[src/rtl/lfsr_pkg.sv]
// Shared constants and FSM encoding for the Galois LFSR keystream generator.
// Polynomial x^16+x^14+x^13+x^11+1 (maximal period 65535).
package lfsr_pkg;

  localparam int          LFSR_WIDTH   = 16;
  localparam logic [15:0] LFSR_TAPS    = 16'hB400;
  localparam logic [15:0] LFSR_DEFSEED = 16'hACE1;

  typedef enum logic {
    ST_IDLE = 1'b0,
    ST_RUN  = 1'b1
  } ks_state_e;

endpackage

[src/rtl/ks_byte_pack.sv]
// Serial-to-parallel byte assembler: first shifted bit lands in byte_data[0].
// byte_valid is a registered one-cycle pulse after the 8th shift; clear drops the partial byte.
module ks_byte_pack (
  input  logic       clk,
  input  logic       rst,
  input  logic       bit_in,
  input  logic       shift,
  input  logic       clear,
  output logic [7:0] byte_data,
  output logic       byte_valid
);

  logic [2:0] bit_cnt_q,    bit_cnt_d;
  logic [7:0] shreg_q,      shreg_d;
  logic [7:0] byte_data_q,  byte_data_d;
  logic       byte_valid_q, byte_valid_d;

  always_comb begin
    bit_cnt_d    = bit_cnt_q;
    shreg_d      = shreg_q;
    byte_data_d  = byte_data_q;
    byte_valid_d = 1'b0;
    if (clear) begin
      bit_cnt_d = 3'd0;
      shreg_d   = 8'h00;
    end else if (shift) begin
      // Shift right so the earliest bit migrates down to bit 0 by the 8th shift.
      shreg_d   = {bit_in, shreg_q[7:1]};
      bit_cnt_d = bit_cnt_q + 3'd1;
      if (bit_cnt_q == 3'd7) begin
        byte_data_d  = {bit_in, shreg_q[7:1]};
        byte_valid_d = 1'b1;
      end
    end
  end

  always_ff @(posedge clk) begin
    if (rst) begin
      bit_cnt_q    <= 3'd0;
      shreg_q      <= 8'h00;
      byte_data_q  <= 8'h00;
      byte_valid_q <= 1'b0;
    end else begin
      bit_cnt_q    <= bit_cnt_d;
      shreg_q      <= shreg_d;
      byte_data_q  <= byte_data_d;
      byte_valid_q <= byte_valid_d;
    end
  end

  assign byte_data  = byte_data_q;
  assign byte_valid = byte_valid_q;

endmodule

[src/rtl/lfsr_keystream.sv]
// Galois LFSR keystream: one bit per valid/ready handshake, bytes assembled for wide consumers.
// Load has priority over stepping and takes effect in one cycle; ks_bit comes straight from the state register.
module lfsr_keystream
  import lfsr_pkg::*;
#(
  parameter int               WIDTH        = LFSR_WIDTH,
  parameter logic [WIDTH-1:0] TAPS         = LFSR_TAPS,
  parameter logic [WIDTH-1:0] DEFAULT_SEED = LFSR_DEFSEED
) (
  input  logic             clk,
  input  logic             rst,
  input  logic             load,
  input  logic [WIDTH-1:0] seed,
  input  logic             ks_ready,
  output logic             ks_bit,
  output logic             ks_valid,
  output logic [7:0]       byte_data,
  output logic             byte_valid,
  output logic [WIDTH-1:0] state_out
);

  ks_state_e        fsm_q,   fsm_d;
  logic [WIDTH-1:0] state_q, state_d;
  logic             step;

  always_comb begin
    fsm_d   = fsm_q;
    state_d = state_q;
    step    = 1'b0;
    if (load) begin
      // A zero seed would lock the LFSR at zero forever.
      state_d = (seed == '0) ? DEFAULT_SEED : seed;
      fsm_d   = ST_RUN;
    end else if ((fsm_q == ST_RUN) && ks_ready) begin
      step    = 1'b1;
      state_d = (state_q >> 1) ^ (state_q[0] ? TAPS : '0);
    end
  end

  always_ff @(posedge clk) begin
    if (rst) begin
      fsm_q   <= ST_IDLE;
      state_q <= '0;
    end else begin
      fsm_q   <= fsm_d;
      state_q <= state_d;
    end
  end

  assign ks_bit    = state_q[0];
  assign ks_valid  = (fsm_q == ST_RUN);
  assign state_out = state_q;

  ks_byte_pack u_pack (
    .clk        (clk),
    .rst        (rst),
    .bit_in     (state_q[0]),
    .shift      (step),
    .clear      (load),
    .byte_data  (byte_data),
    .byte_valid (byte_valid)
  );

endmodule

[config.mk]
export PLATFORM = sky130hd
export DESIGN_NAME = lfsr_keystream
export DESIGN_NICKNAME = d
export VERILOG_FILES = /design/src/rtl/lfsr_pkg.sv /design/src/rtl/ks_byte_pack.sv /design/src/rtl/lfsr_keystream.sv
export SDC_FILE = /design/constraint.sdc
export NUM_CORES = 1
export LEC_CHECK = 0
export ABC_AREA = 1
export CAP_MARGIN = 20
export CORE_MARGIN = 2
export CORE_UTILIZATION = 46
export DETAILED_ROUTE_END_ITERATION = 8
export PLACE_DENSITY_LB_ADDON = 0.2
export SYNTH_ARGS = -nofsm -noshare
export SYNTH_HDL_FRONTEND = slang
export SYNTH_SLANG_ARGS = --single-unit
[constraint.sdc]
create_clock -name clk -period 1.6 [get_ports clk]
set_input_delay 0.16 -clock clk [delete_from_list [all_inputs] [get_ports clk]]
set_output_delay 0.16 -clock clk [all_outputs]
set_load 0.03 [all_outputs]
==> impl_metrics.yaml, run 1 <==
synth:
  synth_top_area_share_pct: 44.8
  synthTopCellsByCount: "59 x nand2_1, 36 x dfxtp_1, 23 x nor2_1"
  synth.cell_area_um2: 1610
  ys.flop_type: "dfxtp_1"
  yosysWarnings: 0
  synth_cell_types: 27
  synth-edff-count: 0
  async_flop_share_pct: 0
  yosysTopAreaCell: "dfxtp_1"
  synth_area_per_cell_um2: 7.46
  yosysSeqAreaShare_pct: 44.8
  syn-num-nets: 238
  synthMostInstantiatedCell: "nand2_1"
  syn_inst: 216
  ys_seq_elements: 36
  yosys-top-cells-area: "dfxtp_1 45%, nand2_1 14%, nor2_1 5.4%"
min_path:
  hold_path.class: "input port to flip-flop"
route:
  drc: 0
  vias: 1524
  drt_iter0_drc: 67
  routed_wl_mm: 3.62
  dr.pass1.iters: 4
  drtAntennaViolNets: 0
  avgRoutedWirePerCell_um: 11.5
  avgViaCountPerCell: 4.84
floorplanning:
  die_h_um: 63.2
  start_util_pct: 48.3
  coreArea_um2: 3340
  die_x_um: 63.2
  fp-row-count: 21
  die_area_um2: 3990
  io_pins: 47
clocking:
  cts_buffer_depth: 2
  clkTransAtPathRegs_ns: 0.11
  cts_sinks: 36
  numCtsBuffers: 5
  clk_root_buffer_cell: "clkbuf_4"
  cts_tree: "done"
  ctsHoldBuffers: 0
  insertion_delay_ns: 0.35
  cts_max_level: 2
worst_setup_path:
  critical_path.max_fanout: 3
  crit_family: "buffers and inverters"
  crit_chain: "clkdlybuf4s50_1"
  critPathMaxStageDelay_ns: 0.68
  cp_slowest_cell: "clkdlybuf4s50_1"
  crit_buf_inv: 1
  cp_data_arrival_time_ns: 1.39
  start_kind: "flip-flop"
  cp-end-kind: "output port"
  worstPathRequired_ns: 1.44
  critPathKind: "flip-flop to output port"
timing:
  finalCritPeriodShare_pct: 97.1
  skew_ns: 0.00886
  tns_ns: 0
  rsz0062_at_grt: "false"
  tightest_slew_ns: 0.331
  fin_ws_ns: 0.0471
  fin_crit_ns: 1.55
  finalHoldViolCount: 0
  max_freq_mhz: 644
  slew_headroom_pct: 77.9
  maxSlewViolCount: 0
  setup_violations: 0
power:
  internal-power_w: 0.00123
  p_clk_share_pct: 27.7
  powerDensity_nw_per_um2: 797
  swShare_pct: 29.7
  power.share.sequential_pct: 54.4
  pwr-share-comb_pct: 17.9
  vdd_drop_max_mv: 0.395
  p_sw_w: 0.000521
  leakagePower_nw: 1.04
global_route:
  grt_pass1_vias: 1440
  antenna_found_initial: 0
  grt_first_pass_wirelength_mm: 6.42
  track_usage_pct: 20.5
  gr-total-overflow: 0
  grt_max_degree: 20
place:
  routabilityCongestion: 0.902
  dp_slack_ns: 0.104
  portBuffers: 46
  dpl.hpwl_mm: 2.70
final_layout:
  diodes: 0
  layout-drive-gt1-share_pct: 12.3
  final_nets: 290
  postLayoutCoreUtil_pct: 66.0
  fillCellCount: 301
  area_growth_pct: 36.8
job:
  cap_viol_max_count: 0
outcome:
  status: "finished clean"
[state kept, by name (all words and copies together) (netlist names)]
signal             flops
ks_valid               1
state_out             16
u_pack.bit_cnt_q       3
u_pack.byte_data       8
u_pack.byte_valid      1
u_pack.shreg_q         7
[cells in the final DEF (no fill, tap or decap), types with 2 or more instances in the layout]
master | synthesis | final
dlymetal6s2s_1 | 0 | 9
o21ai_2 | 3 | 3
ha_1 | 2 | 2
nand2_2 | 2 | 2
inv_2 | 4 | 4
nand3_1 | 9 | 9
buf_4 | 2 | 5
xnor2_1 | 2 | 2
o21ai_0 | 13 | 13
clkbuf_4 | 0 | 5
clkdlybuf4s50_1 | 0 | 32
dfxtp_1 | 36 | 36
dlygate4sd2_1 | 0 | 5
nor2_1 | 23 | 23
nand2_4 | 2 | 2
a21oi_1 | 15 | 15
nand2_1 | 59 | 59
inv_1 | 19 | 19
o21ai_1 | 2 | 2
clkinv_2 | 0 | 2
a21oi_2 | 3 | 3
inv_4 | 2 | 2
a31oi_1 | 7 | 7
[per-layer routing]
metal  GRT usage, %  routed length, um
met5              0                  0
met3           5.36                213
met2           34.3               1720
met4           8.33                 59
met1           25.0               1620
[power groups by stage]
stage	combinational (W)	clock [W]	sequential, W
finish	0.000314	0.000486	0.000955
global route	0.000343	0.000544	0.000961
CTS	0.000318	0.000501	0.000956
detailed placement	0.000323	0	0.000975
global placement	0.000321	0	0.000976
floorplan	0.000130	0	0.00103
[kinds of logic (layout without fill, tap and decap cells)]
kind of cell / Yosys count / count (layout) / synth area share, %
and+or+nand+nor: 98 / 98 / 26.3
AOI/OAI and AO/OA: 46 / 46 / 16.6
DFF: 36 / 36 / 44.8
buffers and inverters: 32 / 85 / 9.63
adders and majority gates: 2 / 2 / 1.55
xor gates and xnor gates: 2 / 2 / 1.09
[cell type report]
type / instances / area (um2) / area share [%]
Clock inverter: 3 / 18.8 / 0.852
Timing Repair Buffer: 52 / 534 / 24.3
Sequential cell: 36 / 721 / 32.7
Inverter: 25 / 98.8 / 4.49
Multi-Input combinational cell: 148 / 734 / 33.4
Tap cell: 46 / 57.6 / 2.61
Clock buffer: 5 / 37.5 / 1.70
[through the flow]
step	hold WS [ns]	cell area (um2)	total power [W]	instances
after floorplan	0.327	1610	0.00116	216
after global placement	0.448	2130	0.00130	307
after detailed placement	0.453	2130	0.00130	307
after CTS	0.400	2180	0.00177	315
after global routing	0.412	2200	0.00185	315
final	0.408	2200	0.00176	315
[path summary, 6_finish.rpt]
kind | to | slack (ns) | start | depth (start not counted)
max | state_out[5] | 0.05 | state_out[5] | 1
min | state_out[3] | 0.41 | seed[3] | 3
max reg2reg | u_pack.byte_data[2] | 0.23 | u_pack.bit_cnt_q[0] | 5
min reg2reg | u_pack.byte_data[3] | 0.47 | u_pack.byte_data[3] | 2
[repair_timing]
action | in CTS | in global routing
buffers inserted | 0 | 0
resized for setup | 5 | 9
endpoints found under the setup margin | 5 | 9
No activity file was read; power rests on OpenSTA's default activity.
==> run 2, diff against run 1 <==
PLACE_DENSITY = 0.88   (was default)
PLACE_DENSITY_LB_ADDON = default   (was 0.2)
==> run 2 against run 1 <==
Net effect:
- clock skew shrank 0.0053 ns
- sequential cell count is the same
- largest cell class unchanged
- critical endpoint is now state_out[1]
- register-to-register slack gained 0.06 ns
- non-clock buffer count is the same
- global-route usage shrank 1.0 points
- worst setup slack lost 0.012 ns
- sequential power is essentially flat
==> impl_metrics.yaml, run 2 (synthesized netlist as in run 1, its figures left out) <==
timing:
  skew_ns: 0.00359
  setup_violations: 0
  rsz0062_at_grt: "false"
  slew_headroom_pct: 78.7
  finalHoldViolCount: 0
  max_freq_mhz: 639
  fin_ws_ns: 0.0350
  finalCritPeriodShare_pct: 97.8
  maxSlewViolCount: 0
  tightest_slew_ns: 0.319
  tns_ns: 0
  fin_crit_ns: 1.57
power:
  leakagePower_nw: 1.01
  powerDensity_nw_per_um2: 787
  p_sw_w: 0.000494
  internal-power_w: 0.00123
  power.share.sequential_pct: 55.3
  swShare_pct: 28.6
  pwr-share-comb_pct: 18.5
  vdd_drop_max_mv: 0.458
  p_total_w: 0.00173
  p_clk_share_pct: 26.2
worst_setup_path:
  start_kind: "flip-flop"
  r2r_start: "u_pack.bit_cnt_q[0]"
  cp_data_arrival_time_ns: 1.41
  critPathKind: "flip-flop to output port"
  r2r_slack_ns: 0.29
  critical_path.max_fanout: 3
  cp-end-kind: "output port"
  crit_buf_inv: 1
  timing.rr.end: "u_pack.byte_data[2]"
  crit_family: "buffers and inverters"
  critPathMaxStageDelay_ns: 0.68
  crit_chain: "clkdlybuf4s50_1"
  critPathLaunch: "state_out[1]"
  worstPathRequired_ns: 1.44
  cp_slowest_cell: "clkdlybuf4s50_1"
  rr_worst_depth: 5
final_layout:
  diodes: 0
  mostFrequentLayoutCell: "nand2_1"
  layout-drive-gt1-share_pct: 11.6
  layout_common_cells: "59 x nand2_1, 36 x clkdlybuf4s50_1, 36 x dfxtp_1"
  fillCellCount: 298
  largest_reg_flops: 16
  area_growth_pct: 36.2
  final_nets: 290
route:
  vias: 1538
  dr.pass1.iters: 4
  drt_iter0_drc: 40
  drc: 0
  avgViaCountPerCell: 4.90
  drtAntennaViolNets: 0
  routed_wl_mm: 3.54
  avgRoutedWirePerCell_um: 11.3
clocking:
  cts_max_level: 2
  post_cts_buffers: 0
  cts_buffer_depth: 2
  clkTransAtPathRegs_ns: 0.10
  insertion_delay_ns: 0.34
  numCtsBuffers: 5
  cts_sinks: 36
  clk_root_buffer_cell: "clkbuf_4"
  cts_tree: "done"
  ctsHoldBuffers: 0
min_path:
  hold_path.class: "input port to flip-flop"
  worstHoldStart: "seed[8]"
  whs_path_depth: 3
  holdPathEnd: "state_out[8]"
global_route:
  grt_max_degree: 18
  gr-total-overflow: 0
  grt_first_pass_wirelength_mm: 6.11
  grt_pass1_vias: 1359
  met2_usage_pct: 31.4
  top_usage_layer: "met2"
  antenna_found_initial: 0
  track_usage_pct: 19.5
  grt_use_met3_pct: 5.54
  grt_use_met1_pct: 24.3
floorplanning:
  coreArea_um2: 3340
  die_h_um: 63.2
  io_pins: 47
  fp-row-count: 21
  die_area_um2: 3990
  start_util_pct: 48.3
  die_x_um: 63.2
place:
  routabilityCongestion: 0.866
  dpl.hpwl_mm: 2.71
  portBuffers: 46
  dp_slack_ns: 0.114
job:
  cap_viol_max_count: 0
outcome:
  status: "finished clean"
## run 2: cell types whose count changed in the layout (fill, tap and decap cells not counted), sizes merged
cell,change
clkbuf,+1
clkdlybuf4s50,+4
dlygate4sd2,-3
clkinv,-2
dlymetal6s2s,-1
## run 2: power groups by stage
stage | clock network, W | registers [W] | logic (W)
floorplan | 0 | 0.00103 | 0.000130
global placement | 0 | 0.000975 | 0.000320
detailed placement | 0 | 0.000975 | 0.000324
CTS | 0.000462 | 0.000955 | 0.000322
global route | 0.000501 | 0.000959 | 0.000347
finish | 0.000453 | 0.000955 | 0.000319
## run 2: how the worst max path moves through the flow
stage | to | depth (start not counted)
after floorplan | state_out[7] | 7
after global placement | state_out[7] | 8
after detailed placement | state_out[5] | 9
after CTS | state_out[5] | 1
after global routing | state_out[4] | 1
final | state_out[1] | 1
## run 2: cell type report
type | count | area (um2) | share of cell area [%]
Clock inverter | 1 | 5.00 | 0.228
Tap cell | 46 | 57.6 | 2.62
Sequential cell | 36 | 721 | 32.9
Clock buffer | 6 | 41.3 | 1.88
Timing Repair Buffer | 52 | 536 | 24.4
Multi-Input combinational cell | 148 | 734 | 33.5
Inverter | 25 | 98.8 | 4.51
## run 2: repair_timing
action,in CTS,in global routing
endpoints found under the hold margin,0,0
resized for setup,2,8
setup endpoints to repair,2,8
## run 2: metal layers
metal / part of all wire, % / routed length (um)
met1: 45 / 1600
met2: 47 / 1650
met3: 5.7 / 200
met4: 2.2 / 78
met5: 0 / 0
## run 2: metrics by stage
stage	cells	utilization, %	area, um2	hold WS [ns]
after floorplan	216	-	1610	0.327
after global placement	307	63.8	2130	0.448
after detailed placement	307	63.8	2130	0.452
after CTS	314	65.1	2170	0.403
after global routing	314	65.7	2190	0.424
final	314	65.7	2190	0.424
==> run 3, diff against run 2 <==
CORE_MARGIN = 1.5   (was 2)
==> run 3 against run 2 <==
Net effect:
- sequential share of layout area down 0.64 points
- worst setup slack lost 0.030 ns
- via count grew 0.39%
- cell count increased by 0.32%
- worst hold slack worse by 0.011 ns
- cell area rose by 2.0%
- maximum frequency is 1.9% lower
- sequential cell count is the same
- critical path type unchanged
- largest power group unchanged
- highest routed layer unchanged
==> impl_metrics.yaml, run 3 (synthesized netlist as in run 1, its figures left out) <==
place:
  dp_slack_ns: 0.0778
  routabilityCongestion: 0.831
  dpl.hpwl_mm: 2.62
  portBuffers: 46
timing:
  max_freq_mhz: 627
  fin_ws_ns: 0.00476
  tightest_slew_ns: 0.346
  slew_headroom_pct: 76.8
  finalHoldViolCount: 0
  skew_ns: 0.0114
  fin_crit_ns: 1.60
  setup_violations: 0
  maxSlewViolCount: 0
  finalCritPeriodShare_pct: 99.7
clocking:
  clk_root_buffer_cell: "clkbuf_4"
  post_cts_buffers: 0
  cts_buffer_depth: 2
  clkTransAtPathRegs_ns: 0.11
  cts_tree: "done"
  cts_max_level: 2
  numCtsBuffers: 5
  insertion_delay_ns: 0.34
  cts_sinks: 36
power:
  p_sw_w: 0.000506
  internal-power_w: 0.00148
  swShare_pct: 25.5
  pwr-share-comb_pct: 15.8
  p_clk_share_pct: 36.2
  vdd_drop_max_mv: 0.444
  leakagePower_nw: 1.07
  powerDensity_nw_per_um2: 888
  power.share.sequential_pct: 48.0
worst_setup_path:
  r2r_slack_ns: 0.26
  crit_buf_inv: 1
  timing.rr.end: "u_pack.byte_data[5]"
  critical_path.max_fanout: 2
  rr_worst_depth: 5
  r2r_start: "u_pack.bit_cnt_q[0]"
  cp_data_arrival_time_ns: 1.44
  worstPathRequired_ns: 1.44
  cp_slowest_cell: "clkdlybuf4s50_1"
  crit_family: "buffers and inverters"
  critPathKind: "flip-flop to output port"
  crit_chain: "clkdlybuf4s50_1"
  start_kind: "flip-flop"
  critPathMaxStageDelay_ns: 0.71
  cp-end-kind: "output port"
global_route:
  track_usage_pct: 20.6
  gr-total-overflow: 0
  grt_pass1_vias: 1505
  grt_first_pass_wirelength_mm: 6.47
  antenna_found_initial: 0
  grt_max_degree: 15
min_path:
  whs_path_depth: 3
  worstHoldStart: "seed[4]"
  holdPathEnd: "state_out[4]"
  hold_path.class: "input port to flip-flop"
final_layout:
  final_nets: 290
  diodes: 0
  area_growth_pct: 38.9
  largest_reg_flops: 16
  layout_common_cells: "59 x nand2_1, 36 x dfxtp_1, 33 x clkdlybuf4s50_1"
  layout-drive-gt1-share_pct: 12.3
  postLayoutCoreUtil_pct: 67.0
  mostFrequentLayoutCell: "nand2_1"
route:
  vias: 1544
  avgViaCountPerCell: 4.90
  drt_iter0_drc: 58
  dr.pass1.iters: 4
  avgRoutedWirePerCell_um: 11.4
  drtAntennaViolNets: 0
  drc: 0
  routed_wl_mm: 3.58
floorplanning:
  die_area_um2: 3860
  start_util_pct: 48.3
  die_x_um: 62.2
  die_h_um: 62.2
  fp-row-count: 21
  coreArea_um2: 3340
  io_pins: 47
job:
  cap_viol_max_count: 0
outcome:
  status: "finished clean"
-- run 3: worst max-delay path by stage --
stage / from / to / slack (ns) / cells past startpoint
6_report: state_out[6] / state_out[6] / 0.005 / 1
5_1_grt: state_out[6] / state_out[6] / -0.04 / 1
4_1_cts: state_out[0] / state_out[0] / 0.02 / 1
3_5_place_dp: ks_ready / u_pack.byte_data[5] / 0.08 / 6
3_3_place_gp: ks_ready / u_pack.byte_data[6] / 0.14 / 8
2_1_floorplan: ks_valid / state_out[7] / 0.32 / 7
-- run 3: power groups by stage --
stage / registers, W / clock network [W] / logic, W
final: 0.000954 / 0.000719 / 0.000314
after global routing: 0.000959 / 0.000777 / 0.000342
after CTS: 0.000955 / 0.000726 / 0.000317
after detailed placement: 0.000975 / 0 / 0.000318
after global placement: 0.000975 / 0 / 0.000314
after floorplan: 0.00103 / 0 / 0.000130
-- run 3: stage by stage --
stage               instance area (um2)  total power (W)  hold WS (ns)  TNS, ns  std cells
global route                       2240          0.00208         0.404  -0.0356        315
CTS                                2210          0.00200         0.404        0        315
detailed placement                 2120          0.00129         0.460        0        307
floorplan                          1610          0.00116         0.327        0        216
finish                             2240          0.00199         0.413        0        315
global placement                   2120          0.00129         0.448        0        307
-- run 3: layout make-up --
cell class | count | area [um2]
fillers | 300 | 1100
clock buffers | 7 | 65.1
inverters | 25 | 98.8
well taps | 46 | 57.6
multi-input cells | 148 | 734
clock inverters | 1 | 30.0
repair buffers | 52 | 531
flip-flops and latches | 36 | 721
-- run 3: routing by layer --
metal	routed length (um)	part of all wire [%]	global-route usage, %
met3	231	6.4	7.61
met5	0	0	0
met4	43	1.2	8.33
met1	1580	44	24.0
met2	1730	48	34.4
-- run 3: timing repair --
action	in CTS	in global routing
hold buffers	0	0
endpoints found under the setup margin	2	11
resized for setup	2	11
